--- config.mk ---
export PLATFORM = sky130hd
export DESIGN_NAME = text_blitter
export DESIGN_NICKNAME = d
export VERILOG_FILES = /design/src/rtl/text_blitter.sv
export SDC_FILE = /design/constraint.sdc
export NUM_CORES = 1
export LEC_CHECK = 0
export ABC_CLOCK_PERIOD_IN_PS = 4160
export CORE_UTILIZATION = 48
export CTS_CLUSTER_SIZE = 10
export DETAILED_ROUTE_END_ITERATION = 8
export HOLD_SLACK_MARGIN = 0.02
export PLACE_DENSITY = 0.78
export SYNTH_ARGS = -nofsm -noshare
export SYNTH_HDL_FRONTEND = slang
export SYNTH_SLANG_ARGS = --single-unit
--- constraint.sdc ---
create_clock -name clock_27mhz -period 4.16 [get_ports clock_27mhz]
set_input_delay 0.832 -clock clock_27mhz [delete_from_list [all_inputs] [get_ports clock_27mhz]]
set_output_delay 0.832 -clock clock_27mhz [all_outputs]
set_load 0.02 [all_outputs]
--- src/rtl/text_blitter.sv ---
// Draws the letter array as 8x8 glyphs into the frame buffer at a programmable origin.
// Glyph rows come from a synchronous font ROM; each set bit becomes one ready/valid pixel write.
module text_blitter #(
  parameter int TEXT_LEN_MAX = 20,
  parameter int IMG_W        = 320,
  parameter int IMG_H        = 240,
  parameter int ADDR_W       = 17,
  parameter int PIX_W        = 12
) (
  input  logic                      clock_27mhz,
  input  logic                      reset_n,
  input  logic [TEXT_LEN_MAX*5-1:0] letter_array,
  input  logic                      letter_array_rdy,
  input  logic [8:0]                origin_x,
  input  logic [7:0]                origin_y,
  input  logic [PIX_W-1:0]          text_color,
  output logic [7:0]                font_addr,
  input  logic [7:0]                font_data,
  output logic [ADDR_W-1:0]         fb_addr,
  output logic [PIX_W-1:0]          fb_wdata,
  output logic                      fb_we,
  input  logic                      fb_ready,
  output logic                      busy,
  output logic                      done
);

  localparam int K_W = (TEXT_LEN_MAX > 1) ? $clog2(TEXT_LEN_MAX) : 1;

  typedef enum logic [2:0] {
    S_IDLE, S_LOAD, S_CHECK, S_FETCH, S_WAIT, S_WRITE, S_NEXT, S_DONE
  } state_e;

  state_e                             state_q, state_d;
  logic                               rdy_q, rdy_d;
  logic [TEXT_LEN_MAX-1:0][4:0]       letters_q, letters_d;
  logic [8:0]                         ox_q, ox_d;
  logic [7:0]                         oy_q, oy_d;
  logic [PIX_W-1:0]                   color_q, color_d;
  logic [K_W-1:0]                     k_q, k_d;
  logic [2:0]                         row_q, row_d;
  logic [2:0]                         col_q, col_d;
  logic [6:0]                         bits_q, bits_d;
  logic [7:0]                         font_addr_q, font_addr_d;
  logic [ADDR_W-1:0]                  fb_addr_q, fb_addr_d;
  logic [PIX_W-1:0]                   fb_wdata_q, fb_wdata_d;
  logic                               fb_we_q, fb_we_d;

  logic                               start;
  logic [K_W-1:0]                     slot;
  logic [4:0]                         code;
  logic [2:0]                         issue_col;
  logic                               issue_bit;
  logic [9:0]                         glyph_x;
  logic [9:0]                         pix_x;
  logic [8:0]                         pix_y;
  logic                               pix_in;
  logic [ADDR_W-1:0]                  pix_addr;

  // Pixel for the column about to be issued: col 0 straight from the ROM in WAIT,
  // otherwise the next column out of the row shift register.
  always_comb begin
    issue_col = (state_q == S_WAIT) ? 3'd0 : col_q + 3'd1;
    issue_bit = (state_q == S_WAIT) ? font_data[7] : bits_q[6];
    glyph_x   = 10'(ox_q) + 10'({k_q, 3'b000});
    pix_x     = glyph_x + 10'(issue_col);
    pix_y     = 9'(oy_q) + 9'(row_q);
    pix_in    = (pix_x < 10'(IMG_W)) && (pix_y < 9'(IMG_H));
    pix_addr  = ADDR_W'(32'(pix_y) * 32'(IMG_W) + 32'(pix_x));
  end

  always_comb begin
    state_d     = state_q;
    rdy_d       = letter_array_rdy;
    letters_d   = letters_q;
    ox_d        = ox_q;
    oy_d        = oy_q;
    color_d     = color_q;
    k_d         = k_q;
    row_d       = row_q;
    col_d       = col_q;
    bits_d      = bits_q;
    font_addr_d = font_addr_q;
    fb_addr_d   = fb_addr_q;
    fb_wdata_d  = fb_wdata_q;
    fb_we_d     = fb_we_q;
    start       = (state_q == S_IDLE) && letter_array_rdy && !rdy_q;
    // Leftmost position reads the top slot (first typed character).
    slot        = K_W'(TEXT_LEN_MAX - 1) - k_q;
    code        = letters_q[slot];

    case (state_q)
      S_IDLE: begin
        if (start) begin
          letters_d = letter_array;
          ox_d      = origin_x;
          oy_d      = origin_y;
          color_d   = text_color;
          state_d   = S_LOAD;
        end
      end
      S_LOAD: begin
        k_d     = '0;
        row_d   = '0;
        state_d = S_CHECK;
      end
      S_CHECK: begin
        if (code >= 5'd26) begin
          state_d = S_NEXT;
        end else begin
          font_addr_d = {code, row_q};
          state_d     = S_FETCH;
        end
      end
      S_FETCH: state_d = S_WAIT;
      S_WAIT: begin
        bits_d  = font_data[6:0];
        col_d   = '0;
        fb_we_d = issue_bit && pix_in;
        if (issue_bit && pix_in) begin
          fb_addr_d  = pix_addr;
          fb_wdata_d = color_q;
        end
        state_d = S_WRITE;
      end
      S_WRITE: begin
        if (!fb_we_q || fb_ready) begin
          if (col_q == 3'd7) begin
            fb_we_d = 1'b0;
            if (row_q != 3'd7) begin
              row_d       = row_q + 3'd1;
              font_addr_d = {code, row_q + 3'd1};
              state_d     = S_FETCH;
            end else begin
              state_d = S_NEXT;
            end
          end else begin
            col_d   = col_q + 3'd1;
            bits_d  = {bits_q[5:0], 1'b0};
            fb_we_d = issue_bit && pix_in;
            if (issue_bit && pix_in) begin
              fb_addr_d  = pix_addr;
              fb_wdata_d = color_q;
            end
          end
        end
      end
      S_NEXT: begin
        if (k_q == K_W'(TEXT_LEN_MAX - 1)) begin
          state_d = S_DONE;
        end else begin
          k_d     = k_q + K_W'(1);
          row_d   = '0;
          state_d = S_CHECK;
        end
      end
      S_DONE:  state_d = S_IDLE;
      default: state_d = S_IDLE;
    endcase
  end

  // rdy_q resets high so a level already present at reset release is not an edge.
  always_ff @(posedge clock_27mhz or negedge reset_n) begin
    if (!reset_n) begin
      state_q     <= S_IDLE;
      rdy_q       <= 1'b1;
      letters_q   <= '0;
      ox_q        <= '0;
      oy_q        <= '0;
      color_q     <= '0;
      k_q         <= '0;
      row_q       <= '0;
      col_q       <= '0;
      bits_q      <= '0;
      font_addr_q <= '0;
      fb_addr_q   <= '0;
      fb_wdata_q  <= '0;
      fb_we_q     <= 1'b0;
    end else begin
      state_q     <= state_d;
      rdy_q       <= rdy_d;
      letters_q   <= letters_d;
      ox_q        <= ox_d;
      oy_q        <= oy_d;
      color_q     <= color_d;
      k_q         <= k_d;
      row_q       <= row_d;
      col_q       <= col_d;
      bits_q      <= bits_d;
      font_addr_q <= font_addr_d;
      fb_addr_q   <= fb_addr_d;
      fb_wdata_q  <= fb_wdata_d;
      fb_we_q     <= fb_we_d;
    end
  end

  assign font_addr = font_addr_q;
  assign fb_addr   = fb_addr_q;
  assign fb_wdata  = fb_wdata_q;
  assign fb_we     = fb_we_q;
  assign busy      = (state_q != S_IDLE);
  assign done      = (state_q == S_DONE);

endmodule

==> metrics.txt <==
DRT antenna net count 0; critical path's slowest cell dfrtp_1; Leakage between 5 and 6 nW; die area 20,300 sq um; vias in the first global route 6,602; synthesized area 9490 sq um; #FFs+latches synth 189; crit path cell chain ha_2 > ha_4 > and2_4 > ha_4 > nor2b_4 > o31a_1 > o31a_1 > o21a_1 > nor2_2 > xnor2_1 > ha_1 > nor2b_2 > o21ai_0 > nand2b_1 > nand4_1 > nor4bb_4 > xnor3_1 > mux2_2; max incr delay on CP 0.40 ns; GRT Overall Usage 0.220; post-route DRC violation count 0; share of cells above drive strength 1 0.291; drt total wl 21.3 mm; area leader, netlist dfrtp_1; asr flop ratio synth 1.00; core box area ~19,000 sq um; status complete, no violations; pin count of the biggest net entering global routing 120; Gate Count Post-Synth between 700 and 800; Vias between 6,000 and 7,000; critical path arrival between 4 and 5 ns; area grow syn2layout 31.6%; post-synth net total 920; WS Path Type reg2reg; Setup crit start kind flop; EDFF count, synth 0; DP Area approximately 12,000 sq um; Slew @ Worst Pin 0.953 ns; Max Slew Vio Count 0; first-pass GRT wire length 34.3 mm; Non-Filler Instances 1,216; Peak VDD IR 0.345 mV; Placed Cells approximately 1,200; internal power between 0.006 and 0.007 W; maxcap violations 0; most frequent cell after synthesis dfrtp_1; clock buffer depth 2; DR WL met3 1.40 mm; clock root buffer clkbuf_16; final instance area approximately 12,000 sq um; H-tree depth 4; highest routed layer met4; Synth top area share 0.496; Final period util 0.999; Post-DP HPWL 15.3 mm; die width 143 microns; DR pass1 iterations 5; met2 wire len 10.2 mm; CTS tree done; RSZ-0062 raised after global routing true; distinct cell type count after synthesis 54; hold depth 2; Fmax achieved 241 MHz; YS warnings 0; final core utilization 0.644; grt ovf 0; Port Buf Inserts 180; initial core utilization 0.489; filler cell count 1,539; crit path capture type flop; floorplan row count 51; hold_buf cts 0; # setup viols final 0; top cells by area, synth dfrtp_1, mux2_2, mux4_2, ha_1, xnor2_1; combinational cell fraction of total power 0.504; highest net fanout along the worst path 3; relative slew slack 0.364; Sw Share 0.351; Seq pwr share 0.327; Final Net Count around 1,100; TritonCTS Sinks 189; CTS buffer count 17; final worst clock skew 0.00753 ns; routed len/inst 17.5 microns; pwr/cell area between 700 and 800 nW/um^2; Clock transition at path regs ~0.070 ns; Psw 0.00345 W; Final Hold Fails 0; Tmin final 4.16 ns; Via density approximately 5.4; IO Count approximately 180; HP Class reg2reg; syn avg cell area 12.9 sq um; Worst-Skew Late Latency 0.43 ns; total chip power between 0.009 and 0.01 W; DRT iter0 DRCs ~400; top_reg_cell synth dfrtp_1; Worst EP required 4.47 ns; M1 wire length approximately 9.2 mm; share of power burned in the clock network 0.169; synth cell count leaders dfrtp_1, mux2_2, nor2_1; Die Y 143 microns; initial antenna violation count 1; register area share after synthesis 0.498; Final GP Congestion 0.883; reg2reg path depth 18
kinds of logic after synthesis:
kind of cell,after synthesis,share of synthesized area
DFF,189,0.498
and+or+nand+nor,129,0.0639
buffers and inverters,60,0.0258
adders and majority gates,41,0.0572
AOI/OAI and AO/OA,97,0.0696
xor gates and xnor gates,28,0.0273
muxes,194,0.258
worst max-delay path, delay by kind of cell (launching register included):
family | cells | cell delay, ns
AOI/OAI and AO/OA | 4 | 0.92
xor gates and xnor gates | 2 | 0.32
adders and majority gates | 4 | 0.99
DFF | 1 | 0.40
muxes | 1 | 0.26
and+or+nand+nor | 7 | 1.16
cells in the final DEF (no fill, tap or decap), types with 17 or more instances in the layout:
cell type        Yosys  final
buf_4                2     32
clkbuf_16            0     17
clkdlybuf4s50_1      0    179
dfrtp_1            188    187
ha_1                37     31
inv_1               25     25
mux2_2             159    158
mux4_2              24     24
nand2_1             38     38
nor2_1              39     37
o21ai_0             25     23
xnor2_1             19     19
path summary, 6_finish.rpt:
| check | start | slack, ns | to |
|---|---|---|---|
| max | col_q[0] | 0.003 | fb_addr[16] |
| min | bits_q[3] | 0.48 | bits_q[3] |
| max reg2reg | col_q[0] | 0.003 | fb_addr[16] |
| min reg2reg | bits_q[3] | 0.48 | bits_q[3] |
| max in group asynchronous | reset_n | 2.73 | fb_wdata[1] |
| min in group asynchronous | reset_n | 0.54 | fb_addr[14] |
flip-flops by register name, summed over array words and instances, names as in the netlist, 5 cells and up:
signal / flops
bits_q: 7
ox_q: 9
k_q: 5
color_q: 12
letters_q: 100
font_addr: 8
fb_addr: 17
fb_wdata: 12
oy_q: 8
power groups by stage:
stage          clock (W)  sequential [W]  combinational [W]
6_report         0.00166         0.00321            0.00496
3_5_place_dp           0         0.00324            0.00469
4_1_cts          0.00169         0.00321            0.00481
3_3_place_gp           0         0.00319            0.00459
5_1_grt          0.00177         0.00333            0.00541
2_1_floorplan          0         0.00329            0.00314
per-stage QoR:
stage,setup TNS (ns),hold WS (ns),setup WS [ns]
finish,0,0.479,0.00343
global route,-0.247,0.515,-0.183
CTS,0,0.485,0.00453
detailed placement,-0.0711,0.470,-0.0711
global placement,0,0.462,0.109
floorplan,0,0.450,0.117
metal layers:
metal,global-route usage,up-vias
met5,0,-
li1,-,3078
met4,0.0826,0
met1,0.287,3284
met3,0.0610,34
met2,0.350,208
cell type report:
class,count,area [sq um],area share
Sequential cell,189,4730,0.379
Multi-Input combinational cell,489,4640,0.372
Timing Repair Buffer,214,2090,0.167
Clock buffer,21,450,0.0361
Tap cell,265,332,0.0266
Clock inverter,10,141,0.0113
Inverter,27,101,0.00812
Antenna cell,1,2.50,0.000200
timing repair:
item	CTS	global route
endpoints found under the hold margin	0	0
buffers inserted	5	5
gates cloned	0	0
resized for setup	5	22
endpoints found under the setup margin	1	3
pin swaps	5	10
Note: power is estimated with default switching activity, not from simulation.
==> RTL change 1, RTL diff (same flow settings) <==
Change the parameter `TEXT_LEN_MAX` from 20 to 40.
--- a/src/rtl/text_blitter.sv
+++ b/src/rtl/text_blitter.sv
@@ -2,5 +2,5 @@
 // Glyph rows come from a synchronous font ROM; each set bit becomes one ready/valid pixel write.
 module text_blitter #(
-  parameter int TEXT_LEN_MAX = 20,
+  parameter int TEXT_LEN_MAX = 40,
   parameter int IMG_W        = 320,
   parameter int IMG_H        = 240,
Interface: changed (resized letter_array); port bits go from 181 to 281. No check against the original RTL was run, so the function may have changed too.
==> RTL change 1 against the unedited design <==
- worst setup slack better by 0.14 ns
- sequential power up 54%
- core utilization up 1.3 points
- synthesized area up 47%
- count of clock-buffer cells in the layout up 24
- highest routed layer is now met5
- wire length up 58%
- total power up 40%
- clock power up 63%
- sequential cell count up 101
- cell area up 48%
==> RTL change 1: results (changes against the unedited design) <==
.. list-table::
   :header-rows: 1

   * - Metric
     - Value
   * - Final layout net count
     - 1567 (+40%)
   * - Tightest Hold Check Type
     - in -> async
   * - Global-route wire length before repair
     - 52.4 mm (+53%)
   * - Maximum resistive drop on vdd
     - 0.433 mV (+26%)
   * - Number of flip-flops in the largest register
     - 200 (+100%)
   * - All-layer global routing usage
     - 0.232 (+0.0121)
   * - Worst R2R Setup Slack
     - 0.15 ns (+0.14 ns)
   * - Number of nets produced by synthesis
     - 1264 (+37%)
   * - Largest delay contributor family on the critical path
     - adder cells
   * - Result of the run
     - completed
   * - Leading cell types by count after synthesis
     - dfrtp_1 (289), mux2_2 (266), mux4_2 (44), ha_1 (37), nand2_1 (35)
   * - Final estimated routing congestion in global placement
     - 0.803 (-9.0%)
   * - Filler Cell Count
     - 2055 (+34%)
   * - Largest net degree at the start of global routing
     - 117 (-2.5%)
   * - Met1 wire length
     - 13.7 mm (+50%)
   * - Post-DR vias/cell
     - 5.45 (+0.44%)
   * - Leakage power summed over all cells
     - 0.00783 uW (+45%)
   * - Clock latency at the later pin of the worst-skew pair
     - 0.52 ns (+0.09 ns)
   * - Avg WL per Cell
     - 20.1 um (+15%)
   * - Inserted Clock Buffers
     - 35 (+18)
   * - Proportion of synthesized chip area in sequential cells
     - 0.522 (+0.0233)
   * - Via count of the first global-routing pass
     - 9658 (+46%)
   * - Share of cells above drive strength 1
     - 0.327 (+0.0361)
   * - Antenna violations before repair
     - 4 (+3)
   * - Max-slew headroom
     - 0.362 (-0.00253)
   * - Detailed-placement wirelength estimate
     - 23.7 mm (+55%)
   * - Leading post-synthesis cells by cell area
     - dfrtp_1 (52%), mux2_2 (22%), mux4_2 (7.1%), ha_1 (3.3%), mux2i_1 (2.4%)
   * - R2R cell count
     - 19 (+1)
   * - Arrival time worst endpoint
     - 4.41 ns (-0.06 ns)
   * - H-tree levels
     - 2 (-2)
   * - Sum of met3 wire segment lengths after detailed routing
     - 2.41 mm (+72%)
   * - Topmost layer with routed signal wires
     - met5
   * - Drt first pass iters
     - 4 (-1)
   * - Fraction of power spent switching nets
     - 0.326 (-0.0253)
   * - Worst clock skew
     - 0.0114 ns (+0.00385 ns)
   * - Clock Tree Buf Depth
     - 3 (+1)
==> RTL change 1: cells by family after synthesis <==
family,share of synthesized area
buf+inv,0.0221
flops,0.522
simple gates,0.0364
compound gates,0.0487
xor+xnor,0.0218
mux,0.310
fa+ha+maj,0.0390
==> RTL change 1: layout make-up <==
cell class / instances / area (um2) / area share
antenna: 3 / 7.51 / 0.000406
clock buffer: 45 / 955 / 0.0516
inverter: 21 / 78.8 / 0.00426
timing repair buffer: 317 / 3170 / 0.172
tap: 378 / 473 / 0.0256
sequential: 290 / 7270 / 0.393
multi-input combinational: 620 / 6510 / 0.352
clock inverter: 2 / 25.0 / 0.00135
==> RTL change 1: power by group through the flow <==
| stage | Clock [uW] | Combinational, uW | Sequential [uW] |
|---|---|---|---|
| after floorplan | 0 | 4000 | 4930 |
| after global placement | 0 | 5740 | 4900 |
| after detailed placement | 0 | 5900 | 4970 |
| after CTS | 2770 | 6000 | 4940 |
| after global routing | 2880 | 6690 | 5110 |
| final | 2700 | 6140 | 4950 |
==> RTL change 1: timing repair <==
action / CTS / global route
buffers inserted: 2 / 5
hold endpoints to repair: 0 / 0
pin swaps: 5 / 15
resized for setup: 7 / 21
setup endpoints to repair: 4 / 5
==> RTL change 1: stage by stage <==
step           instances  hold WS [ns]  worst slack (ns)  power, uW  area (um2)
3_3_place_gp        1619         0.467            0.0437      10600       17300
5_1_grt             1674         0.308           -0.0402      14700       18500
6_report            1676         0.277             0.148      13800       18500
4_1_cts             1668         0.278           0.00537      13700       18300
3_5_place_dp        1619         0.472           -0.0622      10900       17300
2_1_floorplan        982         0.449           0.00940       8930       13900
==> RTL change 1: metal layers <==
metal / track usage / vias up
met3: 0.0668 / 60
met1: 0.291 / 4626
met5: 0 / -
met4: 0.0785 / 4
li1: - / 4207
met2: 0.384 / 245
==> RTL change 2, RTL diff (same flow settings) <==
Without the edit above. Reset style: synchronous (`reset_n`), changed in one clocked block.
--- a/src/rtl/text_blitter.sv
+++ b/src/rtl/text_blitter.sv
@@ -160,5 +160,5 @@
 
   // rdy_q resets high so a level already present at reset release is not an edge.
-  always_ff @(posedge clock_27mhz or negedge reset_n) begin
+  always_ff @(posedge clock_27mhz) begin
     if (!reset_n) begin
       state_q     <= S_IDLE;
Function: differs if reset_n is asserted again (counterexample within 4 cycles, from zero or initial values and one cycle with reset_n low); with reset_n held inactive, the same outputs for 4 cycles.
==> RTL change 2 against the unedited design <==
- core utilization is 1.5 points lower
- sequential share of layout area fell by 5.6 points
- wire length grew 8.6%
- worst setup slack better by 0.15 ns
- count of clock-buffer cells in the layout fell by 1
- sequential cell count did not move
- final cell count grew 21%
- die area shrank 3.9%
- synthesized area fell by 3.9%
- cell area is 6.1% lower
- critical path type unchanged
- critical endpoint is now fb_addr[16]$_SDFFE_PN0P_
Power is not compared: it rests on default switching activity, and its combinational part moved more than twofold at a synthesized area within 25%.
==> RTL change 2: results (changes against the unedited design) <==
.. list-table::
   :header-rows: 1

   * - Metric
     - Value
   * - Area fraction in compound gates after synthesis
     - 0.182 (+0.113)
   * - Synth async-reset ratio
     - 0 (-1.00)
   * - Arrival time worst endpoint
     - 4.32 ns (-0.15 ns)
   * - Detailed-placement wirelength estimate
     - 16.3 mm (+6.8%)
   * - Result of the run
     - completed
   * - Synth Area in Adders
     - 0.0596 (+0.00235)
   * - Proportion of synthesized chip area in sequential cells
     - 0.415 (-0.0834)
   * - Critical path fanouts, max
     - 4 (+1)
   * - Avg WL per Cell
     - 15.7 um (-11%)
   * - Post CTS Setup Buffer Count
     - 0 (-5)
   * - Post-synthesis mux area share
     - 0.0731 (-0.185)
   * - All-layer global routing usage
     - 0.240 (+0.0200)
   * - Largest net degree at the start of global routing
     - 113 (-5.8%)
   * - Global-route wire length before repair
     - 37.5 mm (+9.5%)
   * - Top_reg_cell synth
     - dfxtp_1
   * - DR vias
     - 8142 (+23%)
   * - Count of unique library cells instantiated by Yosys
     - 63 (+17%)
   * - Iteration-0 DRC Markers
     - 400 (+0.76%)
   * - Antenna violations before repair
     - 0 (-1)
   * - Cell with the largest stage delay on the worst path
     - dfxtp_1
   * - Leading post-synthesis cells by cell area
     - dfxtp_1 (41%), nand2_1 (13%), a21oi_1 (9.9%), mux4_2 (6.4%), ha_1 (5.1%)
   * - Filler Cell Count
     - 1644 (+6.8%)
   * - Ant diodes
     - 0 (-1)
   * - Place WS
     - 0.00427 ns (+0.0754 ns)
   * - Share of cells above drive strength 1
     - 0.0772 (-0.213)
   * - Number of nets produced by synthesis
     - 1277 (+39%)
   * - Final layout net count
     - 1414 (+26%)
   * - Xor and xnor fraction of the mapped netlist area
     - 0.0294 (+0.00208)
   * - Via count of the first global-routing pass
     - 7622 (+15%)
   * - Leading cell types by count after synthesis
     - nand2_1 (304), dfxtp_1 (189), a21oi_1 (180), clkbuf_1 (59), ha_1 (37)
   * - Max-slew headroom
     - 0.303 (-0.0609)
   * - Worst clock skew
     - 0.0120 ns (+0.00446 ns)
==> RTL change 2: changes by cell type after synthesis, moves of 10 or more <==
cell | before | now
dfrtp_1 | 188 | 0
a21oi_1 | 18 | 180
inv_1 | 25 | 15
dfxtp_1 | 0 | 189
o21ai_0 | 25 | 36
nand2_1 | 38 | 304
clkbuf_1 | 25 | 59
mux2_2 | 159 | 1
nand3_1 | 6 | 33
a311oi_1 | 0 | 11
==> RTL change 2: logic make-up (layout without fill, tap and decap cells) <==
family | after synthesis | in the layout
buf+inv | 91 | 239
compound gates | 285 | 285
flops | 189 | 189
simple gates | 426 | 426
xor+xnor | 29 | 29
fa+ha+maj | 41 | 41
mux | 34 | 34
==> RTL change 2: timing repair <==
action	in CTS	in global routing
resized for setup	1	9
pin swaps	0	1
setup endpoints to repair	1	2
gates cloned	0	0
hold endpoints to repair	0	0
==> RTL change 2: final timing paths <==
kind	from	to	slack [ns]	cells after the start
hold / removal	letters_q[32]$_SDFFE_PN0P_	letters_q[32]$_SDFFE_PN0P_	0.45	2
hold reg to reg	letters_q[32]$_SDFFE_PN0P_	letters_q[32]$_SDFFE_PN0P_	0.45	2
setup reg to reg	col_q[0]$_SDFFE_PN0P_	fb_addr[16]$_SDFFE_PN0P_	0.15	17
setup / recovery	col_q[0]$_SDFFE_PN0P_	fb_addr[16]$_SDFFE_PN0P_	0.15	17
==> RTL change 2: worst max-delay path, delay by kind of cell, from the launching register on <==
family / cells / cell delay [ns]
AND/OR/NAND/NOR: 6 / 1.10
flip-flops: 1 / 0.33
AO/OA/AOI/OAI: 5 / 1.03
adder cells (fa/ha/maj): 5 / 1.21
XOR/XNOR: 1 / 0.21
==> RTL change 2: metrics by stage <==
step	instances	hold WS (ns)	area, um2	total power (uW)	setup TNS (ns)
after floorplan	1095	0.433	9120	2730	0
after detailed placement	1447	0.445	11100	3130	0
final	1477	0.453	11700	4790	0
after global routing	1477	0.470	11700	5020	-0.0203
after CTS	1477	0.455	11700	4810	0
after global placement	1447	0.439	11100	3110	0
==> RTL change 2: layout make-up <==
class	count	area, um2	share of cell area
Multi-Input combinational cell	815	5030	0.429
Tap cell	234	293	0.0250
Inverter	15	61.3	0.00523
Clock buffer	20	457	0.0390
Timing Repair Buffer	194	1940	0.166
Sequential cell	189	3790	0.323
Clock inverter	10	153	0.0130
==> RTL change 2: per-layer routing <==
layer  wire (um)  global-route usage  vias up
met3        1320              0.0623       23
li1            -                   -     4070
met5           0                   0        -
met4         385              0.0746        0
met1        9710               0.293     3831
met2       11700               0.412      218
==> RTL change 2: power by group through the flow <==
stage	Combinational, uW	Clock [uW]	Sequential [uW]
3_5_place_dp	1030	0	2100
6_report	1040	1690	2060
2_1_floorplan	634	0	2090
4_1_cts	1040	1720	2060
5_1_grt	1140	1800	2070
3_3_place_gp	1020	0	2090
